## src/rtl/idp_pipe_if.sv

```systemverilog
// Issue/result bundle between the control unit (master) and the idp_pipe data path (slave).
interface idp_pipe_if #(
    parameter int WIDTH  = 16,
    parameter int ADDR_W = 3
);
    logic              in_valid;
    logic              stall;
    logic              W_En;
    logic [ADDR_W-1:0] W_Adr;
    logic [ADDR_W-1:0] R_Adr;
    logic [ADDR_W-1:0] S_Adr;
    logic              S_Sel;
    logic [WIDTH-1:0]  DS;
    logic [3:0]        ALU_OP;
    logic              out_valid;
    logic [WIDTH-1:0]  Reg_Out;
    logic [WIDTH-1:0]  Alu_Out;
    logic              C;
    logic              N;
    logic              Z;

    modport master (
        output in_valid, stall, W_En, W_Adr, R_Adr, S_Adr, S_Sel, DS, ALU_OP,
        input  out_valid, Reg_Out, Alu_Out, C, N, Z
    );

    modport slave (
        input  in_valid, stall, W_En, W_Adr, R_Adr, S_Adr, S_Sel, DS, ALU_OP,
        output out_valid, Reg_Out, Alu_Out, C, N, Z
    );
endinterface

```

## src/rtl/idp_pipe.sv

```systemverilog
// Two-stage integer data path: issue (RF read / operand select) then EX (ALU, flags, write-back),
// with EX-to-issue forwarding so dependent micro-ops can issue back to back.
module idp_pipe #(
    parameter int WIDTH  = 16,
    parameter int ADDR_W = 3,
    parameter int FWD_EN = 1
) (
    input logic        clk,
    input logic        reset,
    idp_pipe_if.slave  bus
);
    localparam int DEPTH = 2 ** ADDR_W;

    typedef enum logic [3:0] {
        OP_PASS_S = 4'd0,  OP_PASS_R = 4'd1,  OP_ADD = 4'd2,  OP_SUB = 4'd3,
        OP_INC    = 4'd4,  OP_DEC    = 4'd5,  OP_SHL = 4'd6,  OP_SHR = 4'd7,
        OP_ASR    = 4'd8,  OP_AND    = 4'd9,  OP_OR  = 4'd10, OP_XOR = 4'd11,
        OP_NOT    = 4'd12, OP_NEG    = 4'd13, OP_CLR = 4'd14, OP_SET = 4'd15
    } alu_op_e;

    logic [WIDTH-1:0]  r_rf [DEPTH];

    logic              r_ex_valid;
    logic [WIDTH-1:0]  r_ex_r;
    logic [WIDTH-1:0]  r_ex_s;
    alu_op_e           r_ex_op;
    logic              r_ex_wen;
    logic [ADDR_W-1:0] r_ex_wadr;

    logic              r_out_valid;
    logic [WIDTH-1:0]  r_reg_out;
    logic [WIDTH-1:0]  r_alu_out;
    logic              r_c;
    logic              r_n;
    logic              r_z;

    logic [WIDTH:0]    w_sum;
    logic [WIDTH-1:0]  w_res;
    logic              w_c;
    logic              w_fwd_r;
    logic              w_fwd_s;
    logic [WIDTH-1:0]  w_op_r;
    logic [WIDTH-1:0]  w_op_s;

    always_comb begin
        w_sum = '0;
        w_res = '0;
        w_c   = 1'b0;
        unique case (r_ex_op)
            OP_PASS_S: w_res = r_ex_s;
            OP_PASS_R: w_res = r_ex_r;
            OP_ADD: begin
                w_sum = {1'b0, r_ex_r} + {1'b0, r_ex_s};
                w_res = w_sum[WIDTH-1:0];
                w_c   = w_sum[WIDTH];
            end
            OP_SUB: begin
                w_sum = {1'b0, r_ex_r} + {1'b0, ~r_ex_s} + (WIDTH+1)'(1);
                w_res = w_sum[WIDTH-1:0];
                w_c   = w_sum[WIDTH];
            end
            OP_INC: begin
                w_sum = {1'b0, r_ex_s} + (WIDTH+1)'(1);
                w_res = w_sum[WIDTH-1:0];
                w_c   = w_sum[WIDTH];
            end
            OP_DEC: begin
                w_res = r_ex_s - WIDTH'(1);
                w_c   = |r_ex_s;
            end
            OP_SHL: begin
                w_res = {r_ex_s[WIDTH-2:0], 1'b0};
                w_c   = r_ex_s[WIDTH-1];
            end
            OP_SHR: begin
                w_res = {1'b0, r_ex_s[WIDTH-1:1]};
                w_c   = r_ex_s[0];
            end
            OP_ASR: begin
                w_res = {r_ex_s[WIDTH-1], r_ex_s[WIDTH-1:1]};
                w_c   = r_ex_s[0];
            end
            OP_AND: w_res = r_ex_r & r_ex_s;
            OP_OR:  w_res = r_ex_r | r_ex_s;
            OP_XOR: w_res = r_ex_r ^ r_ex_s;
            OP_NOT: w_res = ~r_ex_s;
            OP_NEG: begin
                w_res = ~r_ex_s + WIDTH'(1);
                w_c   = |r_ex_s;
            end
            OP_CLR: w_res = '0;
            OP_SET: w_res = '1;
            default: w_res = '0;
        endcase
    end

    // The EX result is written to the RF on the same edge this issue reads it, so bypass it here.
    always_comb begin
        w_fwd_r = (FWD_EN != 0) && r_ex_valid && r_ex_wen && (r_ex_wadr == bus.R_Adr);
        w_fwd_s = (FWD_EN != 0) && r_ex_valid && r_ex_wen && (r_ex_wadr == bus.S_Adr);
        w_op_r  = w_fwd_r ? w_res : r_rf[bus.R_Adr];
        if (bus.S_Sel) begin
            w_op_s = bus.DS;
        end else begin
            w_op_s = w_fwd_s ? w_res : r_rf[bus.S_Adr];
        end
    end

    always_ff @(posedge clk or negedge reset) begin
        if (!reset) begin
            for (int unsigned i = 0; i < DEPTH; i++) begin
                r_rf[i] <= '0;
            end
            r_ex_valid  <= 1'b0;
            r_ex_r      <= '0;
            r_ex_s      <= '0;
            r_ex_op     <= OP_PASS_S;
            r_ex_wen    <= 1'b0;
            r_ex_wadr   <= '0;
            r_out_valid <= 1'b0;
            r_reg_out   <= '0;
            r_alu_out   <= '0;
            r_c         <= 1'b0;
            r_n         <= 1'b0;
            r_z         <= 1'b0;
        end else if (!bus.stall) begin
            r_ex_valid <= bus.in_valid;
            if (bus.in_valid) begin
                r_ex_r    <= w_op_r;
                r_ex_s    <= w_op_s;
                r_ex_op   <= alu_op_e'(bus.ALU_OP);
                r_ex_wen  <= bus.W_En;
                r_ex_wadr <= bus.W_Adr;
            end
            r_out_valid <= r_ex_valid;
            if (r_ex_valid) begin
                r_alu_out <= w_res;
                r_reg_out <= r_ex_r;
                r_c       <= w_c;
                r_n       <= w_res[WIDTH-1];
                r_z       <= (w_res == '0);
                if (r_ex_wen) begin
                    r_rf[r_ex_wadr] <= w_res;
                end
            end
        end
    end

    assign bus.out_valid = r_out_valid;
    assign bus.Reg_Out   = r_reg_out;
    assign bus.Alu_Out   = r_alu_out;
    assign bus.C         = r_c;
    assign bus.N         = r_n;
    assign bus.Z         = r_z;
endmodule

```

## src/flat_wrapper.sv

```systemverilog
// flat-port wrapper written by rule: the top's interface ports become plain ports
module idp_pipe_flat 
#(
    parameter int WIDTH  = 16,
    parameter int ADDR_W = 3,
    parameter int FWD_EN = 1
)
  (clk, reset, bus_in_valid, bus_stall, bus_W_En, bus_W_Adr, bus_R_Adr, bus_S_Adr, bus_S_Sel, bus_DS, bus_ALU_OP, bus_out_valid, bus_Reg_Out, bus_Alu_Out, bus_C, bus_N, bus_Z);
  idp_pipe_if #(.WIDTH(WIDTH), .ADDR_W(ADDR_W)) bus_i ();
  input logic clk;
  input logic reset;
  input wire logic [$bits(bus_i.in_valid)-1:0] bus_in_valid;
  input wire logic [$bits(bus_i.stall)-1:0] bus_stall;
  input wire logic [$bits(bus_i.W_En)-1:0] bus_W_En;
  input wire logic [$bits(bus_i.W_Adr)-1:0] bus_W_Adr;
  input wire logic [$bits(bus_i.R_Adr)-1:0] bus_R_Adr;
  input wire logic [$bits(bus_i.S_Adr)-1:0] bus_S_Adr;
  input wire logic [$bits(bus_i.S_Sel)-1:0] bus_S_Sel;
  input wire logic [$bits(bus_i.DS)-1:0] bus_DS;
  input wire logic [$bits(bus_i.ALU_OP)-1:0] bus_ALU_OP;
  output wire logic [$bits(bus_i.out_valid)-1:0] bus_out_valid;
  output wire logic [$bits(bus_i.Reg_Out)-1:0] bus_Reg_Out;
  output wire logic [$bits(bus_i.Alu_Out)-1:0] bus_Alu_Out;
  output wire logic [$bits(bus_i.C)-1:0] bus_C;
  output wire logic [$bits(bus_i.N)-1:0] bus_N;
  output wire logic [$bits(bus_i.Z)-1:0] bus_Z;
  assign bus_i.in_valid = bus_in_valid;
  assign bus_i.stall = bus_stall;
  assign bus_i.W_En = bus_W_En;
  assign bus_i.W_Adr = bus_W_Adr;
  assign bus_i.R_Adr = bus_R_Adr;
  assign bus_i.S_Adr = bus_S_Adr;
  assign bus_i.S_Sel = bus_S_Sel;
  assign bus_i.DS = bus_DS;
  assign bus_i.ALU_OP = bus_ALU_OP;
  assign bus_out_valid = bus_i.out_valid;
  assign bus_Reg_Out = bus_i.Reg_Out;
  assign bus_Alu_Out = bus_i.Alu_Out;
  assign bus_C = bus_i.C;
  assign bus_N = bus_i.N;
  assign bus_Z = bus_i.Z;
  idp_pipe #(.WIDTH(WIDTH), .ADDR_W(ADDR_W), .FWD_EN(FWD_EN)) u_core (.clk(clk), .reset(reset), .bus(bus_i));
endmodule
```

## config.mk

```make
export PLATFORM = sky130hd
export DESIGN_NAME = idp_pipe_flat
export DESIGN_NICKNAME = d
export VERILOG_FILES = /design/src/rtl/idp_pipe_if.sv /design/src/rtl/idp_pipe.sv /design/src/flat_wrapper.sv
export SDC_FILE = /design/constraint.sdc
export NUM_CORES = 1
export LEC_CHECK = 0
export ABC_CLOCK_PERIOD_IN_PS = 7700
export BUFFER_PORTS_ARGS = -buffer_cell sky130_fd_sc_hd__buf_2
export CAP_MARGIN = 20
export CORE_ASPECT_RATIO = 1.1
export CORE_MARGIN = 2
export CORE_UTILIZATION = 65
export DETAILED_ROUTE_END_ITERATION = 8
export PLACE_DENSITY_LB_ADDON = 0.15
export SYNTH_ARGS = -nofsm -noshare
export SYNTH_HDL_FRONTEND = slang
export SYNTH_SLANG_ARGS = --single-unit
```

## constraint.sdc

```tcl
create_clock -name clk -period 7.7 [get_ports clk]
set_input_delay 1.54 -clock clk [delete_from_list [all_inputs] [get_ports clk]]
set_output_delay 1.54 -clock clk [all_outputs]
set_load 0.05 [all_outputs]
```

Word-level counts from Yosys, hierarchy flattened
Cells that the tools add are included.
Word-level totals
  flip-flop bits (word level): 205
  bits of input ports: 35
  output and inout bits: 36
  logic and storage cells: 81
Cells by class
  add/subtract/negate cells: 6
  magnitude comparators: 4
  equal/unequal tests: 17
  mux-type cells: 14
  bitwise operators: 8
  reductions and logical operators: 12
Operator list (number)
  case mux 16 bit (16 select lines): 1
  bitwise mux 128 bit: 1
  2-to-1 mux 16 bit: 8
  binary-select mux 16 bit (select 3 bit): 2
  demux 16 bit (select 3 bit): 1
  adder 16 x 16 -> 17 bit: 2
  equality test 4 bit (second input constant): 8
  adder 16 x 1 -> 17 bit (second input constant): 1
  adder 17 x 1 -> 17 bit (second input constant): 1
  adder 16 x 1 -> 16 bit (second input constant): 1
  AND 16 bit: 1
  equality test 4 x 3 -> 1 bit (second input constant): 4
  logical NOT 16 bit: 1
  inverter 16 bit: 1
  bitwise OR 16 bit: 1
  OR reduction 16 bit: 1
  subtractor 16 x 1 -> 16 bit (second input constant): 1
  XOR 16 bit: 1
  greater-or-equal comparator 4 bit (second input constant): 3
  inverter 3 -> 4 bit: 3
  equality test 4 x 2 -> 1 bit (second input constant): 2
  equality test 3 bit: 2
  case mux 1 bit (6 select lines): 1
  equality test 4 x 1 -> 1 bit (second input constant): 1
  7 further kinds: 12

Longest topological paths before layout
Gate-level depths: netlist of the first run.
  depth after elaboration: 6
  gate-level depth with buffers: 14

Least setup slack after synthesis of the first run
OpenSTA, ideal clock, no wires.
  path type: input port to flip-flop
  start: input bus_S_Adr[0]
  end: register u_core.r_ex_s[2]
  arrival: 3425 ps
  data required time: 7567 ps
  setup slack: 4142 ps
  cell stages on the path: 8
  path buffers: 3
  cell sequence: clkbuf_1 > buf_2 > buf_2 > mux4_2 > mux2i_1 > a211oi_1 > a211oi_1 > a21oi_1
On the way
  word-level cells in the longest chain between the ends: 6
  elaborated cells on any way between the ends: 8
RTL lines
  start, declared: RTL line flat_wrapper.sv:17  | input wire logic [$bits(bus_i.S_Adr)-1:0] bus_S_Adr;
  inverter 3 -> 4 bit (not written as such): RTL line idp_pipe.sv:105  | w_op_s = w_fwd_s ? w_res : r_rf[bus.S_Adr];
  binary-select mux 16 bit (select 3 bit): RTL line idp_pipe.sv:105
  2-to-1 mux 16 bit (not written as such) (2 in a row): RTL line idp_pipe.sv:105
  2-to-1 mux 16 bit (*): RTL line idp_pipe.sv:105
  2-to-1 mux 16 bit (*): RTL line idp_pipe.sv:102  | if (bus.S_Sel) begin
  end signal, assigned: RTL line idp_pipe.sv:130  | r_ex_s <= w_op_s;
  end, declared: RTL line idp_pipe.sv:25  | logic [WIDTH-1:0] r_ex_s;
Mark *: on every way between the ends. The rest lies on a longest branch, timed or not. The select of a mux whose other input is x is not followed.
A chain may end at the register's enable or synchronous reset.

Worst setup path after layout of the first run
  start: register u_core.r_ex_s[4]
  end: register u_core.r_z, in the netlist u_core.bus.Z
On the way
  word-level cells in the longest chain between the ends: 5
  elaborated cells on any way between the ends: 12
RTL lines
  inverter 16 bit: RTL line idp_pipe.sv:58, idp_pipe.sv:86, idp_pipe.sv:88
  adder 16 x 16 -> 17 bit: RTL line idp_pipe.sv:58  | w_sum = {1'b0, r_ex_r} + {1'b0, ~r_ex_s} + (WIDTH+1)'(1);
  adder 17 x 1 -> 17 bit: RTL line idp_pipe.sv:58
  case mux 16 bit (16 select lines) (*): RTL line idp_pipe.sv:49  | unique case (r_ex_op)
  logical NOT 16 bit (*): RTL line idp_pipe.sv:141  | r_z <= (w_res == '0);
  end signal, assigned: RTL line idp_pipe.sv:141
  end, declared: RTL line idp_pipe.sv:35  | logic r_z;
Mark *: on every way between the ends. The rest lies on a longest branch, timed or not.

==> run summary, run 1 <==
## Run status
* result of the run: finished with violations
* failing checks: DRC

## Placement
* area post-placement: 14990 um2
* number of buffers added on ports: 70
* half-perimeter wire length of the detailed placement result: 30.30 mm
* final weighted congestion in routability-driven placement: 0.9709
* Inst Count DP: 1769
* worst slack, placed: 3.375 ns

## Pwr
* total leakage power: 6.896 nW
* power density normalized to cell area: 315.5 nW/um2
* maximum vdd ir drop: 0.2337 mV

## Timing
* Max Clock Freq: 220.5 MHz
* Layout Skew: 0.009286 ns
* Tightest Pin Transition: 1.117 ns
* total count of hold-check failures in the final report: 0
* final period utilization: 0.5890
* post-route worst setup slack: 3.165 ns
* setup repair after global routing missed its margin: no
* final worst path period need: 4.535 ns
* Max Transition Viols Final: 0
* setup-violating endpoint count in the final report: 0
* worst rel slew slack: 0.2515
* total negative slack: 0 ns

## Drt
* post-route ant nets: 0
* violation count after the first detailed-route iteration: 1608
* average detailed-routed wire length per instance: 24.34 um
* DR DRC count: 2
* total via count in the routed design: 12550
* drt pass-1 iters: 9
* final wirelength: 44.11 mm
* detailed-route vias per instance: 6.928

## Critical path
* startpoint kind of the worst setup timing path: flop
* maximum fanout count along the critical path: 13
* setup slack on the worst flop-to-flop path: 3.16 ns
* WP data arrival: 4.94 ns
* depth of the worst register-to-register path: 11
* launch instance of the worst register-to-register path: u_core.r_ex_s[4]
* Required @ worst endpoint: 8.10 ns
* Crit Path Category: reg -> reg
* CP endpoint kind: flop
* worst setup path start: u_core.r_ex_s[4]
* terminus of the critical flop-to-flop path: u_core.bus.Z

## Global routing
* overflow left after global routing: 0
* pin count of the biggest net entering global routing: 74
* total routing resource utilization after global routing: 0.3760
* global-route wire length before repair: 70.03 mm
* antenna violations before repair: 0
* number of global-route vias before repair: 12550

## Finish
* count of nets after finishing: 1591
* Layout Area Growth over Synthesis: 7.240%
* combined area of the multi-input logic cells: 8766 um2
* Inserted Diodes: 0
* area occupied by registers: 5106 um2
* Post-Layout Inst Area: 15770 um2
* number of fill cells in the layout: 1689
* Cell Count, Final, Fillers Out: 1812
* share of final-layout standard cells stronger than drive strength 1: 0.2169

## Floorplan
* cell row count: 57
* I/O pin count: 71
* vertical die dimension: 161.8 um
* starting density of the core: 0.6631
* Horiz. Die Dim: 147.4 um
* placeable core area: 22180 um2
* Total Die Area: 23850 um2

## Logic synthesis
* Ys Warns: 0
* area share of the leading cell type in the synthesized netlist: 0.3471
* most area-hungry cell type in the Yosys netlist: sky130_fd_sc_hd__dfrtp_1
* Post-Synthesis Cell Area: 14710 um2
* prevailing post-synth register cell: sky130_fd_sc_hd__dfrtp_1
* Syn Inst Count: 1527
* leading cell types by count after synthesis: sky130_fd_sc_hd__dfrtp_1 (204), sky130_fd_sc_hd__nand2_1 (168), sky130_fd_sc_hd__o21ai_0 (105), sky130_fd_sc_hd__mux2_2 (104), sky130_fd_sc_hd__nor2_1 (95)
* cell types with the largest area share after synthesis: sky130_fd_sc_hd__dfrtp_1 (35%), sky130_fd_sc_hd__mux4_2 (9.8%), sky130_fd_sc_hd__mux2_2 (8.0%), sky130_fd_sc_hd__ha_1 (4.5%), sky130_fd_sc_hd__nand2_1 (4.3%)
* synthesized netlist net count: 1617
* most frequent cell after synthesis: sky130_fd_sc_hd__dfrtp_1
* share of flip-flops with an asynchronous set or reset after synthesis: 1.000
* number of enable flip-flop cells after synthesis: 0
* number of unique standard cell types used by synthesis: 94
* total of flip-flops plus latches after synthesis: 204
* portion of the post-synthesis area used by sequential elements: 0.3471
* mean cell area of the mapped netlist: 9.631 um2

## Flow run
* count of max-cap constraint violations: 0

## Clock tree
* clock slew at reported path FFs: 0.06 ns
* clock tree sinks: 204
* Clock Path Buffers: 3
* number of post-CTS setup repair buffers: 0
* number of gates given a new drive strength after cts: 0
* TritonCTS clock tree: built
* Root Buffer Master: sky130_fd_sc_hd__clkbuf_16
* H-Tree Level Count: 1
* clock network latency to the later pin of the worst-skew pair: 0.51 ns
* number of buffers added by the clock tree synthesis step: 22
* hold-fix buffers at CTS: 0

## Min path
* worst-case hold path end point: u_core.bus.Alu_Out[13]
* number of cells traversed by the worst hold path: 2
* Worst Hold Class: reg -> reg
* hold wc startpoint: u_core.bus.Alu_Out[13]

==> worst max-delay path, stage by stage, from the launching register on <==
cell,delay (ns)
sky130_fd_sc_hd__dfrtp_1,0.65
sky130_fd_sc_hd__clkinv_1,0.43
sky130_fd_sc_hd__ha_1,0.63
sky130_fd_sc_hd__nor2b_1,0.10
sky130_fd_sc_hd__o21ai_0,0.33
sky130_fd_sc_hd__nand4_1,0.23
sky130_fd_sc_hd__xnor2_1,0.22
sky130_fd_sc_hd__a2111oi_0,0.50
sky130_fd_sc_hd__a31oi_1,0.47
sky130_fd_sc_hd__nor4bb_1,0.42
sky130_fd_sc_hd__nand4_1,0.18
sky130_fd_sc_hd__o41ai_2,0.28
==> layout make-up <==
| type | count | area share |
|---|---|---|
| clock buffers | 38 | 0.04514 |
| clock inverters | 2 | 0.0008727 |
| inverters | 52 | 0.01238 |
| multi-input cells | 1124 | 0.5558 |
| flip-flops and latches | 204 | 0.3238 |
| well taps | 295 | 0.02340 |
| repair buffers | 97 | 0.03864 |
==> logic make-up (layout without fill, tap and decap cells) <==
group                    after synthesis  in the layout  synth area share
buffers and inverters                199            189           0.05777
flip-flops                           204            204            0.3471
adder cells (fa/ha/maj)               55             55           0.04781
XOR/XNOR                              39             39           0.02323
AND/OR/NAND/NOR                      428            428            0.1394
AO/OA/AOI/OAI                        393            393            0.1787
multiplexers                         209            209            0.2060
==> state kept, by name, summed over array words and instances (netlist names) <==
signal and flops:
u_core.r_rf 128, u_core.bus.C 1, u_core.r_ex_r 16, u_core.bus.Alu_Out 16, u_core.r_ex_wadr 3, u_core.bus.out_valid 1
u_core.r_ex_op 4, u_core.bus.Z 1, u_core.r_ex_wen 1, u_core.r_ex_s 16, u_core.bus.Reg_Out 16, u_core.r_ex_valid 1
==> worst max-delay path by stage <==
stage / slack [ns] / endpoint
after floorplan: 4.14 / u_core.r_ex_s[2]
after CTS: 3.30 / u_core.bus.Z
final: 3.16 / u_core.bus.Z
after global placement: 3.50 / u_core.r_ex_s[3]
after detailed placement: 3.37 / u_core.bus.Z
after global routing: 2.93 / u_core.bus.Z
==> cells in the final DEF (no fill, tap or decap), types with 5 or more instances in the layout <==
cell type,count
sky130_fd_sc_hd__dfrtp_1,203
sky130_fd_sc_hd__nand2_1,168
sky130_fd_sc_hd__o21ai_0,105
sky130_fd_sc_hd__mux2_2,104
sky130_fd_sc_hd__nor2_1,95
sky130_fd_sc_hd__a21oi_1,76
sky130_fd_sc_hd__buf_2,69
sky130_fd_sc_hd__mux4_2,64
sky130_fd_sc_hd__ha_1,53
sky130_fd_sc_hd__inv_1,47
sky130_fd_sc_hd__mux2i_1,39
sky130_fd_sc_hd__nor2b_1,31
sky130_fd_sc_hd__a211oi_1,28
sky130_fd_sc_hd__nand3_1,26
sky130_fd_sc_hd__xnor2_1,26
sky130_fd_sc_hd__nor3_1,25
sky130_fd_sc_hd__clkbuf_16,23
sky130_fd_sc_hd__buf_4,23
sky130_fd_sc_hd__a31oi_1,18
sky130_fd_sc_hd__o211ai_1,16
sky130_fd_sc_hd__o22ai_1,16
sky130_fd_sc_hd__xor2_1,13
sky130_fd_sc_hd__a22oi_1,12
sky130_fd_sc_hd__nand4_1,10
sky130_fd_sc_hd__and3_1,9
sky130_fd_sc_hd__a211o_1,9
sky130_fd_sc_hd__o21a_1,9
sky130_fd_sc_hd__clkbuf_8,9
sky130_fd_sc_hd__nand2b_1,8
sky130_fd_sc_hd__o21ai_1,8
sky130_fd_sc_hd__o31ai_1,7
sky130_fd_sc_hd__clkbuf_1,7
sky130_fd_sc_hd__nor3b_1,6
sky130_fd_sc_hd__nand3b_1,6
sky130_fd_sc_hd__a22o_1,6
sky130_fd_sc_hd__nor4_1,6
sky130_fd_sc_hd__or3_1,5
sky130_fd_sc_hd__o221ai_1,5
sky130_fd_sc_hd__a221oi_1,5
==> layer usage <==
layer	vias up	track usage	wire (um)
met1	6138	0.5122	17490
met3	158	0.05281	3627
met5	-	0	0
li1	5570	-	-
met2	688	0.5913	20530
met4	0	0.2024	2454
==> per-stage QoR <==
| stage | total power (W) | utilization | hold slack [ns] |
|---|---|---|---|
| 6_report | 0.004976 | 0.7111 | 0.4695 |
| 5_1_grt | 0.005248 | 0.7111 | 0.4887 |
| 4_1_cts | 0.004930 | 0.7086 | 0.4733 |
| 3_5_place_dp | 0.003875 | 0.6759 | 0.4581 |
| 3_3_place_gp | 0.003798 | 0.6745 | 0.4583 |
| 2_1_floorplan | 0.003289 | - | 0.4609 |
==> report_power, final <==
part / internal, W / total, W / switching, W
logic: 0.000868 / 0.00221 / 0.00135
clock network: 0.000626 / 0.00104 / 0.000419
registers: 0.00140 / 0.00172 / 0.000315
No activity file was read; power rests on OpenSTA's default activity.
==> run 2, diff against run 1 <==
ABC_AREA = 1   (was default)
ABC_CLOCK_PERIOD_IN_PS = 4180   (was 7700)
CORE_UTILIZATION = 63   (was 65)
clock period = 4.18 ns   (was 7.7 ns; I/O delays follow)
==> run summary, run 2 <==
## Placement
* worst slack, placed: 0.7407 ns
* number of buffers added on ports: 70
* half-perimeter wire length of the detailed placement result: 37.40 mm
* final weighted congestion in routability-driven placement: 1.022
* Inst Count DP: 2496

## Timing
* Max Clock Freq: 279.9 MHz
* Max Transition Viols Final: 0
* Tightest Pin Transition: 1.060 ns
* worst rel slew slack: 0.2925
* Layout Skew: 0.01730 ns
* total negative slack: 0 ns
* post-route worst setup slack: 0.6075 ns
* setup-violating endpoint count in the final report: 0
* final period utilization: 0.8547
* final worst path period need: 3.573 ns
* total count of hold-check failures in the final report: 0
* setup repair after global routing missed its margin: no

## Floorplan
* cell row count: 58
* placeable core area: 22860 um2
* I/O pin count: 71
* Total Die Area: 24560 um2
* vertical die dimension: 164.2 um
* starting density of the core: 0.6426
* Horiz. Die Dim: 149.6 um

## Logic synthesis
* Syn Inst Count: 2226
* total of flip-flops plus latches after synthesis: 204
* most area-hungry cell type in the Yosys netlist: sky130_fd_sc_hd__dfrtp_1
* share of flip-flops with an asynchronous set or reset after synthesis: 1.000
* number of enable flip-flop cells after synthesis: 0
* multiplexer fraction of the synthesized cell area: 0
* basic-gate share of the synthesized area counting and, or, nand and nor cells: 0.3070
* mean cell area of the mapped netlist: 6.599 um2
* share of the synthesized area in compound gates (AO/OA/AOI/OAI): 0.1994
* portion of the post-synthesis area used by sequential elements: 0.3475
* cell types with the largest area share after synthesis: sky130_fd_sc_hd__dfrtp_1 (35%), sky130_fd_sc_hd__nand2_1 (15%), sky130_fd_sc_hd__o21ai_0 (12%), sky130_fd_sc_hd__nand3_1 (6.5%), sky130_fd_sc_hd__nor2_1 (6.0%)
* most frequent cell after synthesis: sky130_fd_sc_hd__nand2_1
* synthesized-area fraction occupied by adder cells: 0.04787
* number of unique standard cell types used by synthesis: 47
* Post-Synthesis Cell Area: 14690 um2
* combinational family with the most area after synthesis: simple AND/OR/NAND/NOR gates
* synthesized netlist net count: 2316
* leading cell types by count after synthesis: sky130_fd_sc_hd__nand2_1 (598), sky130_fd_sc_hd__o21ai_0 (343), sky130_fd_sc_hd__nor2_1 (235), sky130_fd_sc_hd__dfrtp_1 (204), sky130_fd_sc_hd__nand3_1 (192)
* Post-Synth XOR/XNOR Area: 0.003578
* Ys Warns: 0
* prevailing post-synth register cell: sky130_fd_sc_hd__dfrtp_1
* area share of the leading cell type in the synthesized netlist: 0.3475

## Critical path
* sequence of cells on the critical path: clkinv_1, ha_1, inv_1, nand2_1, nor3_1, nand3_1, nand3_1, nand2_1, nand3_1, nand3_1, nor2_2, nand2_1, nor2_1, nand2_1, nand2_1
* maximum fanout count along the critical path: 12
* CP endpoint kind: flop
* startpoint kind of the worst setup timing path: flop
* Required @ worst endpoint: 4.64 ns
* Crit Path Category: reg -> reg
* library cell contributing the largest single delay on the critical path: sky130_fd_sc_hd__dfrtp_1
* WP data arrival: 4.03 ns
* longest individual stage delay on the worst path: 0.61 ns
* Crit path top cell by count: sky130_fd_sc_hd__nand2_1

## Pwr
* Switching Fraction: 0.4418
* maximum vdd ir drop: 0.4592 mV
* total leakage power: 7.642 nW
* Psw: 0.003881 W
* power density normalized to cell area: 554.4 nW/um2
* internal power: 0.004904 W
* fraction of power consumed by sequential logic: 0.351
* portion of total power attributed to combinational logic: 0.400
* clock share of power: 0.249

## Clock tree
* Root Buffer Master: sky130_fd_sc_hd__clkbuf_16
* number of post-CTS setup repair buffers: 0
* clock network latency to the later pin of the worst-skew pair: 0.54 ns
* clock slew at reported path FFs: 0.06 ns
* H-Tree Level Count: 1
* number of buffers added by the clock tree synthesis step: 24
* number of gates given a new drive strength after cts: 0
* TritonCTS clock tree: built
* Clock Path Buffers: 3
* hold-fix buffers at CTS: 0
* clock tree sinks: 204

## Global routing
* global routing usage on met1: 0.5506
* met3 track utilization from global routing: 0.05944
* met2 Usage GRT: 0.6891
* number of global-route vias before repair: 14560
* overflow left after global routing: 0
* Most Crowded Layer GR: met2
* antenna violations before repair: 0
* total routing resource utilization after global routing: 0.4264
* pin count of the biggest net entering global routing: 118
* global-route wire length before repair: 80.94 mm

## Drt
* detailed-route vias per instance: 6.315
* DR DRC count: 1
* drt pass-1 iters: 8
* total via count in the routed design: 16030
* final wirelength: 52.42 mm
* post-route ant nets: 0
* violation count after the first detailed-route iteration: 2147
* average detailed-routed wire length per instance: 20.65 um

## Finish
* most frequent cells in the layout: sky130_fd_sc_hd__nand2_1 (598), sky130_fd_sc_hd__o21ai_0 (343), sky130_fd_sc_hd__nor2_1 (235), sky130_fd_sc_hd__dfrtp_1 (204), sky130_fd_sc_hd__nand3_1 (192)
* Layout Area Growth over Synthesis: 7.871%
* share of final-layout standard cells stronger than drive strength 1: 0.08088
* count of nets after finishing: 2312
* Inserted Diodes: 0
* register name with the most flops: u_core.r_rf
* Cell Count, Final, Fillers Out: 2538
* most common library cell in the layout ignoring fill and taps: sky130_fd_sc_hd__nand2_1
* flip-flop count of the largest register, all copies and words added: 128
* final core utilization: 0.6932

## Flow run
* count of max-cap constraint violations: 0

## Run status
* failing checks: DRC
* result of the run: finished with violations

## Min path
* Worst Hold Class: in -> async

[run 2: final timing paths]
path,to,slack (ns),cells after the start,start
setup / recovery,u_core.bus.Z,0.61,15,u_core.r_ex_s[11]
hold / removal,u_core.r_rf[17],0.41,1,reset
setup reg to reg,u_core.bus.Z,0.61,15,u_core.r_ex_s[11]
hold reg to reg,u_core.bus.C,0.47,2,u_core.bus.C
max in group asynchronous,u_core.r_rf[87],2.83,2,reset
min in group clk,u_core.bus.C,0.47,2,u_core.bus.C
[run 2: cell type report]
| type | count | area (um2) |
|---|---|---|
| fillers | 2000 | 7014 |
| well taps | 300 | 375.4 |
| inverters | 199 | 747.0 |
| flip-flops and latches | 204 | 5105 |
| repair buffers | 100 | 596.8 |
| clock inverters | 6 | 90.09 |
| multi-input cells | 1693 | 8194 |
| clock buffers | 36 | 737.0 |
[run 2: per-stage QoR]
step	instance area [um2]	total power, W	hold slack, ns
finish	15850	0.008785	0.4064
detailed placement	15020	0.006479	0.4616
CTS	15850	0.008672	0.4643
global route	15850	0.009262	0.5005
floorplan	14690	0.005433	0.4530
global placement	15020	0.006375	0.4594
[run 2: logic make-up (layout without fill, tap and decap cells)]
kind of cell | after synthesis | in the layout
compound gates | 544 | 544
xor+xnor | 6 | 6
buf+inv | 329 | 341
fa+ha+maj | 55 | 55
flops | 204 | 204
simple gates | 1088 | 1088
[run 2: worst max-delay path: cells and delay by family, from the launching register on]
family                   cells  cell delay (ns)
adder cells (fa/ha/maj)      1             0.56
buffers and inverters        2             0.59
flip-flops                   1             0.61
AND/OR/NAND/NOR             12             1.75
[run 2: power groups by stage]
| stage | Combinational (W) | Clock (W) | Sequential [W] |
|---|---|---|---|
| after floorplan | 0.00216 | 0 | 0.00327 |
| after global placement | 0.00332 | 0 | 0.00305 |
| after detailed placement | 0.00340 | 0 | 0.00308 |
| after CTS | 0.00343 | 0.00219 | 0.00305 |
| after global routing | 0.00385 | 0.00227 | 0.00314 |
| final | 0.00352 | 0.00219 | 0.00308 |
[run 2: metal layers]
layer / routed length (um) / vias to the layer above / part of all wire
met2: 24110 / 1055 / 0.46
met5: 0 / - / 0
met1: 19730 / 7415 / 0.38
li1: - / 7327 / -
met4: 3458 / 0 / 0.066
met3: 5116 / 230 / 0.098
